**config.mk**
```make
export PLATFORM = sky130hd
export DESIGN_NAME = histogram_cdf_reader
export DESIGN_NICKNAME = d
export VERILOG_FILES = /design/src/rtl/histogram_cdf_reader.sv
export SDC_FILE = /design/constraint.sdc
export NUM_CORES = 1
export LEC_CHECK = 0
export CORE_UTILIZATION = 37
export DETAILED_ROUTE_END_ITERATION = 10
export GPL_ROUTABILITY_DRIVEN = 0
export PLACE_DENSITY = 0.86
export SKIP_CTS_REPAIR_TIMING = 1
export SYNTH_ARGS = -nofsm -noshare
export SYNTH_HDL_FRONTEND = slang
export SYNTH_SLANG_ARGS = --single-unit
```
**constraint.sdc**
```tcl
create_clock -name clock -period 2.2 [get_ports clock]
set_clock_uncertainty 0.05 [all_clocks]
set_input_delay 0.33 -clock clock [delete_from_list [all_inputs] [get_ports clock]]
set_output_delay 0.33 -clock clock [all_outputs]
set_load 0.03 [all_outputs]
```
**src/rtl/histogram_cdf_reader.sv**
```systemverilog
// Histogram equalizer stage 2: streams tagged bin counts out of m2, accumulates a
// saturating CDF and writes one tagged CDF entry per bin into m3.
module histogram_cdf_reader #(
    parameter int          NUM_BINS = 256,
    parameter logic [15:0] TAG      = 16'hAAAA,
    parameter int          DATA_W   = 128,
    parameter int          ADDR_W   = 16
) (
    input  logic              clock,
    input  logic              rst_n,
    input  logic              start,
    input  logic [DATA_W-1:0] m2ReadVal,
    output logic [ADDR_W-1:0] m2ReadAddr,
    output logic [ADDR_W-1:0] m3WriteAddr,
    output logic [DATA_W-1:0] m3WriteVal,
    output logic              m3WE,
    output logic              busy,
    output logic              done,
    output logic [15:0]       cdf_min,
    output logic [15:0]       total,
    output logic              empty
);
    typedef enum logic [1:0] {IDLE, ISSUE, DRAIN, DONE} state_t;

    localparam logic [ADDR_W-1:0] LAST = ADDR_W'(NUM_BINS - 1);

    state_t            state, state_nxt;
    logic              accept;
    logic              finish;
    logic [1:0]        vld_pipe;   // [0]: m2 data for rd_addr arrives, [1]: m3 write presented
    logic [ADDR_W-1:0] rd_addr;
    logic [15:0]       acc;
    logic              min_found;
    logic [15:0]       count;
    logic [16:0]       sum;
    logic [15:0]       cdf_nxt;
    logic              unused_hi;

    assign unused_hi = ^m2ReadVal[DATA_W-1:32];

    // Untagged words are bins the counting stage never touched.
    assign count   = (m2ReadVal[31:16] == TAG) ? m2ReadVal[15:0] : 16'h0;
    assign sum     = {1'b0, acc} + {1'b0, count};
    assign cdf_nxt = sum[16] ? 16'hFFFF : sum[15:0];

    always_ff @(posedge clock or negedge rst_n) begin
        if (!rst_n) state <= IDLE;
        else        state <= state_nxt;
    end

    always_comb begin
        state_nxt = state;
        accept    = 1'b0;
        finish    = 1'b0;
        busy      = 1'b0;
        done      = 1'b0;
        case (state)
            IDLE, DONE: begin
                done = (state == DONE);
                if (start) begin
                    accept    = 1'b1;
                    state_nxt = ISSUE;
                end
            end
            ISSUE: begin
                busy = 1'b1;
                if (m2ReadAddr == LAST) state_nxt = DRAIN;
            end
            DRAIN: begin
                busy = 1'b1;
                if (m3WE && m3WriteAddr == LAST) begin
                    finish    = 1'b1;
                    state_nxt = DONE;
                end
            end
            default: state_nxt = IDLE;
        endcase
    end

    assign m3WE = vld_pipe[1];

    always_ff @(posedge clock or negedge rst_n) begin
        if (!rst_n) begin
            m2ReadAddr  <= '0;
            m3WriteAddr <= '0;
            m3WriteVal  <= '0;
            vld_pipe    <= '0;
            rd_addr     <= '0;
            acc         <= '0;
            min_found   <= 1'b0;
            cdf_min     <= '0;
            total       <= '0;
            empty       <= 1'b0;
        end else begin
            vld_pipe <= {vld_pipe[0], state == ISSUE};
            rd_addr  <= m2ReadAddr;
            if (accept) begin
                m2ReadAddr <= '0;
                acc        <= '0;
                min_found  <= 1'b0;
                cdf_min    <= '0;
                total      <= '0;
                empty      <= 1'b0;
            end else begin
                if (state == ISSUE && m2ReadAddr != LAST)
                    m2ReadAddr <= m2ReadAddr + 1'b1;
                if (vld_pipe[0]) begin
                    acc         <= cdf_nxt;
                    m3WriteAddr <= rd_addr;
                    m3WriteVal  <= {{(DATA_W-32){1'b0}}, TAG, cdf_nxt};
                    if (!min_found && count != 16'h0) begin
                        min_found <= 1'b1;
                        cdf_min   <= cdf_nxt;
                    end
                end
                if (finish) begin
                    total <= acc;
                    empty <= !min_found;
                end
            end
        end
    end
endmodule

```
==> metrics.md, run 1 <==
| Metric | Value |
|---|---|
| Status | `finished, violations left` |
| Violated checks | `setup timing` |
| R2r startpoint | `acc[6]` |
| Proportion of netlist area held by the largest area contributor | `a little under half` |
| Worst path most repeated cell | `buf_6` |
| DPL Wire Length | `12200 µm` |
| Combinational Power Share | `around 6.6%` |
| CP required | `2490 ps` |
| Post-synthesis register bit count | `between 100 and 150` |
| Nets@finish | `984` |
| Syn avg cell area | `9.96 µm²` |
| Post-Syn Area | `roughly 0.0064 mm²` |
| Area of the multi-input gates | `roughly 0.0033 mm²` |
| Root Driver | `clkbuf_16` |
| First-pass GRT wire length | `27100 µm` |
| CP delay by family, top | `simple AND/OR/NAND/NOR gates` |
| EDFF count, synth | `0` |
| Max stage delay cell, worst path | `fa_2` |
| R2R cell count | `11` |
| Post-Synth Simple-Gate Area | `a little over an eighth` |
| Hold/Removal Path Class | `in -> async` |
| TritonRoute pass-1 iters | `6` |
| Synthesis warning total | `0` |
| Antenna violations before repair | `0` |
| Clk sinks | `119` |
| Post-Place Cells | `roughly 1000` |
| CP Class | `in -> reg` |
| R2r endpoint | `cdf_min[9]` |
| Cell area after placement | `a little over 0.008 mm²` |
| WP buf/inv | `3` |
| Final std cells w/o fill | `between 1000 and 1500` |
| Slew @ Worst Pin | `~760 ps` |
| WL/cell | `19.0 µm` |
| Adder-Cell Fraction of Synth Area | `4.43%` |
| Pwr Density | `about 600 mW/mm²` |
| Final design area excluding fillers | `0.00922 mm²` |
| Switching portion of total power | `about a quarter` |
| Clock latency on the worst-skew pair | `approximately 420 ps` |
| Total power | `approximately 5.5 mW` |
| Min Clock Period, post-route | `just over 3000 ps` |
| Largest net degree at the start of global routing | `44` |
| H-tree levels | `4` |
| RSZ-0062 raised after global routing | `true` |
| Portion of netlist area occupied by mux cells | `under 10%` |
| Synth unique cells | `57` |
| Initial Util | `about two fifths` |
| Seq/Total Area, Yosys | `between 40 and 50%` |
| Final period util | `138%` |
| DRC | `0` |
| CTS tree | `done` |
| Synth Flop Type | `dfrtp_1` |
| Gr ovfl total | `0` |
| Ports | `~330` |
| Psw | `between 1 and 1.5 mW` |
| Clock-pin slew on the worst setup and hold paths | `60 ps` |
| Crit path launch type | `input port` |
| Initial DRC count | `~430` |
| Crit-path cells | `buf_6 -> nor4bb_4 -> and4_4 -> and2_4 -> ha_4 -> inv_2 -> fa_2 -> nand2b_4 -> a21oi_4 -> a2bb2oi_4 -> a21boi_4 -> o21ai_4 -> buf_6 -> and2b_2 -> o2bb2ai_2` |
| Dominant cells by area after synthesis | `dfrtp_1, buf_4, a21oi_1` |
| Fraction of layout cells with a size suffix above 1 | `about 28%` |
| Leak | `about 4.2 nW` |
| Max-Slew Margin vs Limit | `between 40% and 50%` |
| WL final | `between 20000 and 25000 µm` |
| FF+latch area | `0.00298 mm²` |
| R2r setup slk | `-500 ps` |
| Clk network pwr share | `between 50% and 60%` |
| P&R area growth vs syn | `44.3%` |
| CTS Buf Count | `17` |
| Post-route ant nets | `0` |
| Critical path endpoint category | `flip-flop` |
| Slowest Stage Delay on Critical Path | `~360 ps` |
| Synth Area in Compound Gates | `a little over an eighth` |
| Max-cap violations | `0` |
| Core area | `roughly 0.017 mm²` |
| Final Hold Fails | `0` |
| Setup Viol. Count Final | `48` |
| Die area | `around 0.018 mm²` |
| Cell Int Power | `about 4.2 mW` |
| Die H | `~130 µm` |
| Number of global-route vias before repair | `5061` |
| Post-synthesis cell type with the largest combined area | `dfrtp_1` |
| Via count | `~5700` |
| Largest family of logic cells by synthesized area | `buffers and inverters` |
| Critical path peak fanout | `7` |
| Final-layout fill cell count | `~1300` |
| Xor/xnor cell area share of the yosys netlist | `3.15%` |
| CTS Buffer Depth | `2` |
| Chip Width | `around 130 µm` |
| Pins Over Slew Limit | `0` |
| Seq pwr share | `about two fifths` |
| Total track usage | `19.4%` |
| Core Rows | `47` |
| CP Data Arrival Time | `~3300 ps` |
| Port bufs | `between 100 and 150` |
| Synth async-reset ratio | `100%` |
| Final worst setup slack | `-839 ps` |
| Synthesized instance count | `between 600 and 700` |
| Fmax | `0.329 GHz` |
| Peak VDD IR | `402 µV` |
| Most common cell in the netlist | `dfrtp_1` |
| Vias per cell | `approximately 5.3` |
| Synth cell count leaders | `dfrtp_1, buf_4, nor2_1` |
-- per-stage QoR --
| stage | TNS [ps] | hold WS [ps] | util (%) | worst slack [ps] |
|---|---|---|---|---|
| after global placement | -60440 | 278 | 48.2 | -1360 |
| after CTS | -45800 | -148 | 52.0 | -1050 |
| after floorplan | -28320 | -15.6 | - | -638 |
| final | -35860 | 379 | 55.2 | -839 |
| after detailed placement | -65050 | 285 | 48.2 | -1450 |
| after global routing | -38850 | 401 | 55.2 | -889 |
-- layout by cell type, fill, tap and decap left out, types with 4 or more instances in the layout --
master / count
nand3_1: 8
xor2_1: 9
bufinv_16: 4
clkdlybuf4s50_1: 108
ha_1: 15
and2_4: 5
buf_4: 62
clkinv_2: 4
inv_1: 11
o21ai_0: 24
nand2_1: 47
a21oi_4: 4
a21oi_1: 22
o2bb2ai_1: 7
conb_1: 104
clkbuf_2: 8
buf_12: 9
mux2_2: 13
o21ai_1: 5
dfrtp_1: 119
and2_1: 13
nor2_1: 47
nor2_4: 12
nor4bb_4: 4
ha_4: 5
a21oi_2: 41
nor4_1: 6
o2bb2ai_2: 6
xnor2_1: 11
clkbuf_16: 17
buf_6: 9
a21o_1: 5
dlymetal6s2s_1: 5
nand4_1: 7
-- sequential cells by signal (all words and copies together) (netlist names) --
signal       cells
acc             16
m3WriteAddr     16
rd_addr         16
vld_pipe         2
state            2
min_found        1
cdf_min         16
total           16
empty            1
m2ReadAddr      16
m3WriteVal      17
-- routing by layer --
metal  vias to the layer above  GRT usage, %  wire length (µm)
met5                         -             0                 0
met4                         0          5.74               753
met3                        79          3.65              1650
met2                       434          31.9              9900
met1                      2779          25.9              7910
li1                       2365             -                 -
-- worst register-to-register path: stages (launching register included) --
cell and delay, ps:
dfrtp_1 390, ha_2 230, buf_4 150, o21a_1 190
o21ai_0 460, a2bb2oi_4 160, a21boi_4 250, o21ai_4 130
buf_12 160, buf_12 140, a21oi_4 160, o2bb2ai_1 110
-- power by group through the flow --
stage	clock [mW]	sequential [mW]	combinational, mW
after floorplan	0	2.23	0.378
after global placement	0	2.23	0.354
after detailed placement	0	2.23	0.355
after CTS	2.96	2.19	0.357
after global routing	3.11	2.19	0.387
final	2.97	2.19	0.365
-- worst max path at each step --
stage,start,end,depth (start not counted)
2_1_floorplan,m2ReadVal[24],acc[10],15
3_3_place_gp,m2ReadVal[21],cdf_min[13],15
3_5_place_dp,m2ReadVal[29],m3WriteVal[13],15
4_1_cts,m2ReadVal[29],cdf_min[13],15
5_1_grt,m2ReadVal[17],acc[2],14
6_report,m2ReadVal[26],cdf_min[13],15
-- final cells by class --
cell class | count | area share (%)
clock buffers | 19 | 4.92
inverters | 12 | 0.489
well taps | 220 | 2.99
multi-input cells | 479 | 36.3
repair buffers | 202 | 21.1
diodes | 1 | 0.0272
flip-flops and latches | 119 | 32.3
clock inverters | 12 | 1.89
-- cell families (layout without fill, tap and decap cells) --
logic type                 after synthesis  after routing
buffers and inverters                  146            245
DFF                                    119            119
other                                    1            105
and+or+nand+nor                        175            175
AOI/OAI and AO/OA                      137            137
adders and majority gates               22             22
muxes                                   18             18
xor gates and xnor gates                23             23
(Power assumes the default switching activity.)
==> run 2, diff against run 1 <==
--- a/config.mk
+++ b/config.mk
@@ -6,6 +6,7 @@
 export NUM_CORES = 1
 export LEC_CHECK = 0
 export CORE_UTILIZATION = 37
+export CTS_CLUSTER_SIZE = 25
 export DETAILED_ROUTE_END_ITERATION = 10
 export GPL_ROUTABILITY_DRIVEN = 0
 export PLACE_DENSITY = 0.86
@@ -13,3 +14,4 @@
 export SYNTH_ARGS = -nofsm -noshare
 export SYNTH_HDL_FRONTEND = slang
 export SYNTH_SLANG_ARGS = --single-unit
+export TNS_END_PERCENT = 50
==> run 2 against run 1 <==
  * The run still ends with setup timing left
  * Fmax is 2.7% higher
  * Critical path depth is 2 lower
  * Worst hold slack worse by 4.6 ps
  * Clock power is 6.7% lower
  * Wire length is 2.0% lower
  * Highest routed layer unchanged
  * Die area stayed put
  * Combinational power hardly changed
  * Cell area is 2.1% lower
  * Clock-buffer cell count is 1 lower
  * First-iteration DRC count is 37% higher
  * Via count is 2.4% lower
  * Cell count hardly changed
  * Largest power group unchanged
==> metrics.md, run 2 (synthesis results as in run 1) <==
| Metric | Value |
|---|---|
| Core area | `0.0167 mm² (unchanged)` |
| Total power | `5.32 mW (was 5.53 mW)` |
| Finished Core Util | `54.0% (was 55.2%)` |
| DPL Wire Length | `12100 µm (was 12200 µm)` |
| CP delay by family, top | `compound AO/OA/AOI/OAI gates (was simple AND/OR/NAND/NOR gates)` |
| Status | `finished, violations left (unchanged)` |
| Chip Width | `133 µm (unchanged)` |
| Violated checks | `setup timing (unchanged)` |
| Vias per cell | `5.19 (was 5.32)` |
| Final std cells w/o fill | `1065 (was 1064)` |
| Clk network pwr share | `52.0% (was 53.8%)` |
| WL final | `19800 µm (was 20200 µm)` |
| Combinational Power Share | `6.9% (was 6.6%)` |
| Die H | `133 µm (unchanged)` |
| WL/cell | `18.6 µm (was 19.0 µm)` |
| Psw | `1.37 mW (was 1.32 mW)` |
| Reg with most FFs | `m3WriteVal (unchanged)` |
| Final Hold Fails | `0 (unchanged)` |
| Pre-CTS WS | `-1390 ps (was -1450 ps)` |
| R2R cell count | `11 (unchanged)` |
| R2r startpoint | `acc[0] (was acc[6])` |
| Seq pwr share | `41.1% (was 39.6%)` |
| R2r setup slk | `-440 ps (was -500 ps)` |
| Critical path peak fanout | `6 (was 7)` |
| Clock latency on the worst-skew pair | `420 ps (about the same)` |
| CTS Buffer Depth | `2 (unchanged)` |
| Fraction of layout cells with a size suffix above 1 | `25.3% (was 28.1%)` |
| Switching portion of total power | `25.7% (was 24.0%)` |
| Hold/Removal Path Class | `in -> async (unchanged)` |
| Min Clock Period, post-route | `2960 ps (was 3040 ps)` |
| TritonRoute pass-1 iters | `5 (was 6)` |
| Largest net degree at the start of global routing | `50 (was 44)` |
| Max reg flops | `17 (unchanged)` |
| Post-route ant nets | `0 (unchanged)` |
| Pwr Density | `590 mW/mm² (was 600 mW/mm²)` |
| R2r endpoint | `m3WriteVal[12] (was cdf_min[9])` |
| First-pass GRT wire length | `26600 µm (was 27100 µm)` |
| Final period util | `134% (was 138%)` |
| Worst path most repeated cell | `a31oi_1 (was buf_6)` |
| Cell Int Power | `3.95 mW (was 4.20 mW)` |
| CP required | `2430 ps (was 2490 ps)` |
| Crit path launch type | `input port (unchanged)` |
| Max-Slew Margin vs Limit | `13.8% (was 49.4%)` |
| RSZ-0062 raised after global routing | `true (unchanged)` |
| Crit-path cells | `clkbuf_2 -> nor4bb_4 -> and4_4 -> buf_6 -> and2_4 -> ha_4 -> a21o_1 -> a2111o_1 -> a2bb2oi_4 -> a21boi_4 -> a31oi_1 -> a211oi_2 -> a31oi_1 (was buf_6 -> nor4bb_4 -> and4_4 -> and2_4 -> ha_4 -> inv_2 -> fa_2 -> nand2b_4 -> a21oi_4 -> a2bb2oi_4 -> a21boi_4 -> o21ai_4 -> buf_6 -> and2b_2 -> o2bb2ai_2)` |
| Final-layout fill cell count | `1293 (was 1277)` |
| Nets@finish | `985 (was 984)` |
| Hold slack | `374 ps (was 379 ps)` |
| P&R area growth vs syn | `41.3% (was 44.3%)` |
| Gr ovfl total | `0 (unchanged)` |
| DRC | `0 (unchanged)` |
| Core Rows | `47 (unchanged)` |
| Clock-pin slew on the worst setup and hold paths | `60 ps (about the same)` |
| Slew @ Worst Pin | `1290 ps (was 758 ps)` |
| Commonest non-fill, non-tap cell in the layout | `dfrtp_1 (unchanged)` |
| WP buf/inv | `2 (was 3)` |
| Via count | `5524 (was 5657)` |
| Diodes inserted | `0 (was 1)` |
| Port bufs | `126 (unchanged)` |
| Pins Over Slew Limit | `0 (unchanged)` |
| Number of global-route vias before repair | `4967 (was 5061)` |
| Initial DRC count | `595 (was 433)` |
| CP Class | `in -> reg (unchanged)` |
| Die area | `0.0178 mm² (unchanged)` |
| H-tree levels | `4 (unchanged)` |
| CP Data Arrival Time | `3190 ps (was 3330 ps)` |
| Max-cap violations | `0 (unchanged)` |
| Final worst setup slack | `-759 ps (was -839 ps)` |
| Critical path endpoint category | `flip-flop (unchanged)` |
| Slowest Stage Delay on Critical Path | `430 ps (was 360 ps)` |
| Max stage delay cell, worst path | `a2111o_1 (was fa_2)` |
| Root Driver | `clkbuf_16 (unchanged)` |
| Clk sinks | `119 (unchanged)` |
| CTS tree | `done (unchanged)` |
| Commonest cells after routing, fill and taps aside | `dfrtp_1, clkdlybuf4s50_1, conb_1 (unchanged)` |
| Peak VDD IR | `533 µV (was 402 µV)` |
| Setup Viol. Count Final | `48 (unchanged)` |
| Initial Util | `38.2% (unchanged)` |
| Antenna violations before repair | `0 (unchanged)` |
| Post-Place Cells | `1027 (was 1026)` |
| Leak | `4.14 nW (was 4.17 nW)` |
| Ports | `327 (unchanged)` |
| CTS Buf Count | `17 (unchanged)` |
| Fmax | `0.338 GHz (was 0.329 GHz)` |
| Total track usage | `19.3% (was 19.4%)` |
run 2: changes by cell type in the layout (fill, tap and decap cells not counted), moves of 2 or more:
cell,change
and2_4,-2
a21oi_1,+13
ha_4,-2
dlymetal6s2s_1,+2
ha_1,+3
a21oi_2,-13
inv_6,+2
bufinv_16,-2
buf_6,-4
and2_1,+2
clkinvlp_4,+4
buf_4,+7
buf_12,-4
run 2: layout make-up:
cell class / count / area, µm² / area share, %
Inverter: 12 / 45.0 / 0.499
Sequential cell: 119 / 2980 / 33.0
Timing Repair Buffer: 203 / 1910 / 21.2
Clock inverter: 14 / 148 / 1.64
Tap cell: 220 / 275 / 3.05
Clock buffer: 18 / 439 / 4.87
Multi-Input combinational cell: 479 / 3230 / 35.8
run 2: per-stage QoR:
step	setup TNS [ps]	area, µm²
global placement	-57950	8040
global route	-33130	9030
floorplan	-29460	6860
finish	-31660	9030
detailed placement	-63590	8040
CTS	-44000	8620
run 2: routing by layer:
layer,global-route usage [%],vias up,wire length (µm),share of wire (%)
met1,26.6,2731,7980,40
met4,7.58,0,782,3.9
met2,29.3,362,9540,48
li1,-,2358,-,-
met5,0,-,0,0
met3,4.34,73,1500,7.6
run 2: how the worst max path moves through the flow:
stage,from,to,slack [ps],cells after the start
after detailed placement,m2ReadVal[31],acc[2],-1390,13
after global routing,m2ReadVal[23],m3WriteVal[15],-800,13
after global placement,m2ReadVal[21],m3WriteVal[13],-1260,14
final,m2ReadVal[16],m3WriteVal[15],-760,13
after floorplan,m2ReadVal[24],m3WriteVal[3],-650,13
after CTS,m2ReadVal[31],cdf_min[11],-990,13
run 2: power groups by stage:
stage	logic, mW	registers (mW)	clock network, mW
4_1_cts	0.356	2.19	2.78
2_1_floorplan	0.378	2.23	0
3_3_place_gp	0.354	2.23	0
6_report	0.366	2.19	2.77
3_5_place_dp	0.355	2.23	0
5_1_grt	0.386	2.19	2.89
==> run 3, diff against run 2 <==
--- a/config.mk
+++ b/config.mk
@@ -9,7 +9,7 @@
 export CTS_CLUSTER_SIZE = 25
 export DETAILED_ROUTE_END_ITERATION = 10
 export GPL_ROUTABILITY_DRIVEN = 0
-export PLACE_DENSITY = 0.86
+export PLACE_DENSITY = 0.75
 export SKIP_CTS_REPAIR_TIMING = 1
 export SYNTH_ARGS = -nofsm -noshare
 export SYNTH_HDL_FRONTEND = slang
==> run 3 against run 2 <==
  * The flow still finishes with violations (setup timing)
  * Global-route usage down 0.34 points
  * Sequential share of layout area decreased by 0.56 points
  * Critical path depth grew 2
  * Via count down 4.5%
  * Die area stayed put
  * Cell count rose by 1.0%
  * Sequential cell count stayed put
  * Register-to-register slack better by 140 ps
  * Clock-buffer cell count unchanged
  * Sequential power about the same
  * Non-clock buffer count is 11 higher
  * Worst hold slack worse by 37 ps
  * Highest routed layer unchanged
==> metrics.md, run 3 (synthesis results as in run 1) <==
| Metric | Value |
|---|---|
| CTS Buffer Depth | `2 (unchanged)` |
| Status | `finished, violations left (unchanged)` |
| Clock-pin slew on the worst setup and hold paths | `60 ps (about the same)` |
| Pre-CTS WS | `-1460 ps (was -1390 ps)` |
| Slew @ Worst Pin | `751 ps (was 1290 ps)` |
| CP Class | `in -> reg (unchanged)` |
| Final worst setup slack | `-581 ps (was -759 ps)` |
| R2r setup slk | `-300 ps (was -440 ps)` |
| DRC | `0 (unchanged)` |
| Final std cells w/o fill | `1076 (was 1065)` |
| Chip Width | `133 µm (unchanged)` |
| Pwr Density | `591 mW/mm² (was 590 mW/mm²)` |
| Fraction of layout cells with a size suffix above 1 | `26.8% (was 25.3%)` |
| CTS tree | `done (unchanged)` |
| DPL Wire Length | `11800 µm (was 12100 µm)` |
| Peak VDD IR | `365 µV (was 533 µV)` |
| Max-cap violations | `0 (unchanged)` |
| Post-route ant nets | `0 (unchanged)` |
| Hold/Removal Path Class | `in -> async (unchanged)` |
| Final period util | `126% (was 134%)` |
| Final Hold Fails | `0 (unchanged)` |
| Initial Util | `38.2% (unchanged)` |
| H-tree levels | `4 (unchanged)` |
| TritonRoute pass-1 iters | `5 (unchanged)` |
| Total track usage | `18.9% (was 19.3%)` |
| Clk sinks | `119 (unchanged)` |
| Diodes inserted | `0 (unchanged)` |
| Ports | `327 (unchanged)` |
| Largest net degree at the start of global routing | `45 (was 50)` |
| R2R cell count | `9 (was 11)` |
| Pins Over Slew Limit | `0 (unchanged)` |
| R2r endpoint | `acc[12] (was m3WriteVal[12])` |
| Core Rows | `47 (unchanged)` |
| Commonest cells after routing, fill and taps aside | `dfrtp_1, clkdlybuf4s50_1, conb_1 (unchanged)` |
| Antenna violations before repair | `0 (unchanged)` |
| WL/cell | `16.4 µm (was 18.6 µm)` |
| CP required | `2490 ps (was 2430 ps)` |
| WL final | `17600 µm (was 19800 µm)` |
| Gr ovfl total | `0 (unchanged)` |
| CP Data Arrival Time | `3070 ps (was 3190 ps)` |
| Clock latency on the worst-skew pair | `410 ps (was 420 ps)` |
| Post-Place Cells | `1033 (was 1027)` |
| R2r startpoint | `acc[5] (was acc[0])` |
| Reg with most FFs | `m3WriteVal (unchanged)` |
| Min Clock Period, post-route | `2780 ps (was 2960 ps)` |
| Setup Viol. Count Final | `48 (unchanged)` |
| Initial DRC count | `331 (was 595)` |
| Root Driver | `clkbuf_16 (unchanged)` |
| Violated checks | `setup timing (unchanged)` |
| Vias per cell | `4.90 (was 5.19)` |
| Number of global-route vias before repair | `4928 (was 4967)` |
| Fmax | `0.360 GHz (was 0.338 GHz)` |
| Die H | `133 µm (unchanged)` |
| Finished Core Util | `55.0% (was 54.0%)` |
| Max-Slew Margin vs Limit | `49.9% (was 13.8%)` |
| Die area | `0.0178 mm² (unchanged)` |
| Commonest non-fill, non-tap cell in the layout | `dfrtp_1 (unchanged)` |
| Crit path launch type | `input port (unchanged)` |
| Via count | `5273 (was 5524)` |
| CTS Buf Count | `17 (unchanged)` |
| RSZ-0062 raised after global routing | `true (unchanged)` |
| Total power | `5.42 mW (was 5.32 mW)` |
| Nets@finish | `996 (was 985)` |
| Critical path peak fanout | `6 (unchanged)` |
| Max reg flops | `17 (unchanged)` |
| Core area | `0.0167 mm² (unchanged)` |
| Critical path endpoint category | `flip-flop (unchanged)` |
| First-pass GRT wire length | `26400 µm (was 26600 µm)` |
| P&R area growth vs syn | `43.8% (was 41.3%)` |
| Leak | `4.23 nW (was 4.14 nW)` |
| Port bufs | `126 (unchanged)` |
run 3: changes by cell type in the layout (fill, tap and decap cells not counted), sizes merged:
cell,previous run,this run
buf,79,91
clkinv,3,7
clkinvlp,5,2
clkbuf,26,24
inv,16,14
bufinv,2,3
dlymetal6s2s,7,8
run 3: critical path, cell delays in order:
cell and delay, ps:
clkbuf_2 100, nor4bb_4 270, and4_4 300, and2_4 170, ha_4 130, inv_2 40, fa_2 350, nand2b_4 160
a21oi_4 170, a2bb2oi_4 200, a21boi_4 90, o21ai_4 220, buf_6 150, and2b_2 250, a21oi_2 130
run 3: worst max path at each step:
stage,start,to,slack [ps]
2_1_floorplan,m2ReadVal[24],m3WriteVal[3],-650
3_3_place_gp,m2ReadVal[21],m3WriteVal[9],-1380
3_5_place_dp,m2ReadVal[31],acc[13],-1460
4_1_cts,m2ReadVal[31],m3WriteVal[13],-1050
5_1_grt,m2ReadVal[19],acc[13],-660
6_report,m2ReadVal[16],acc[13],-580
run 3: where the power goes:
part | switching, mW | leakage, nW | internal, mW
Sequential | 0 | 1.40 | 2.19
Clock | 1.05 | 0.298 | 1.82
Combinational | 0.299 | 2.53 | 0.0648
run 3: cell type report:
| cell class | instances | area (µm²) |
|---|---|---|
| sequential | 119 | 2980 |
| fill | 1362 | 7520 |
| timing repair buffer | 214 | 1990 |
| clock inverter | 14 | 175 |
| clock buffer | 18 | 439 |
| inverter | 12 | 45.0 |
| multi-input combinational | 479 | 3280 |
| tap | 220 | 275 |
run 3: per-layer routing:
layer | vias to the layer above | track usage (%) | share of wire, %
met5 | - | 0 | 0
met4 | 0 | 6.82 | 1.8
met3 | 32 | 3.35 | 5.3
met2 | 227 | 30.0 | 50
met1 | 2619 | 25.9 | 42
li1 | 2395 | - | -
run 3: per-stage QoR:
| stage | area, µm² | hold WS, ps | TNS (ps) |
|---|---|---|---|
| floorplan | 6860 | -15.6 | -29460 |
| global placement | 8070 | 234 | -61840 |
| detailed placement | 8070 | 235 | -64830 |
| CTS | 8680 | -198 | -45250 |
| global route | 9180 | 380 | -28650 |
| finish | 9180 | 338 | -24100 |
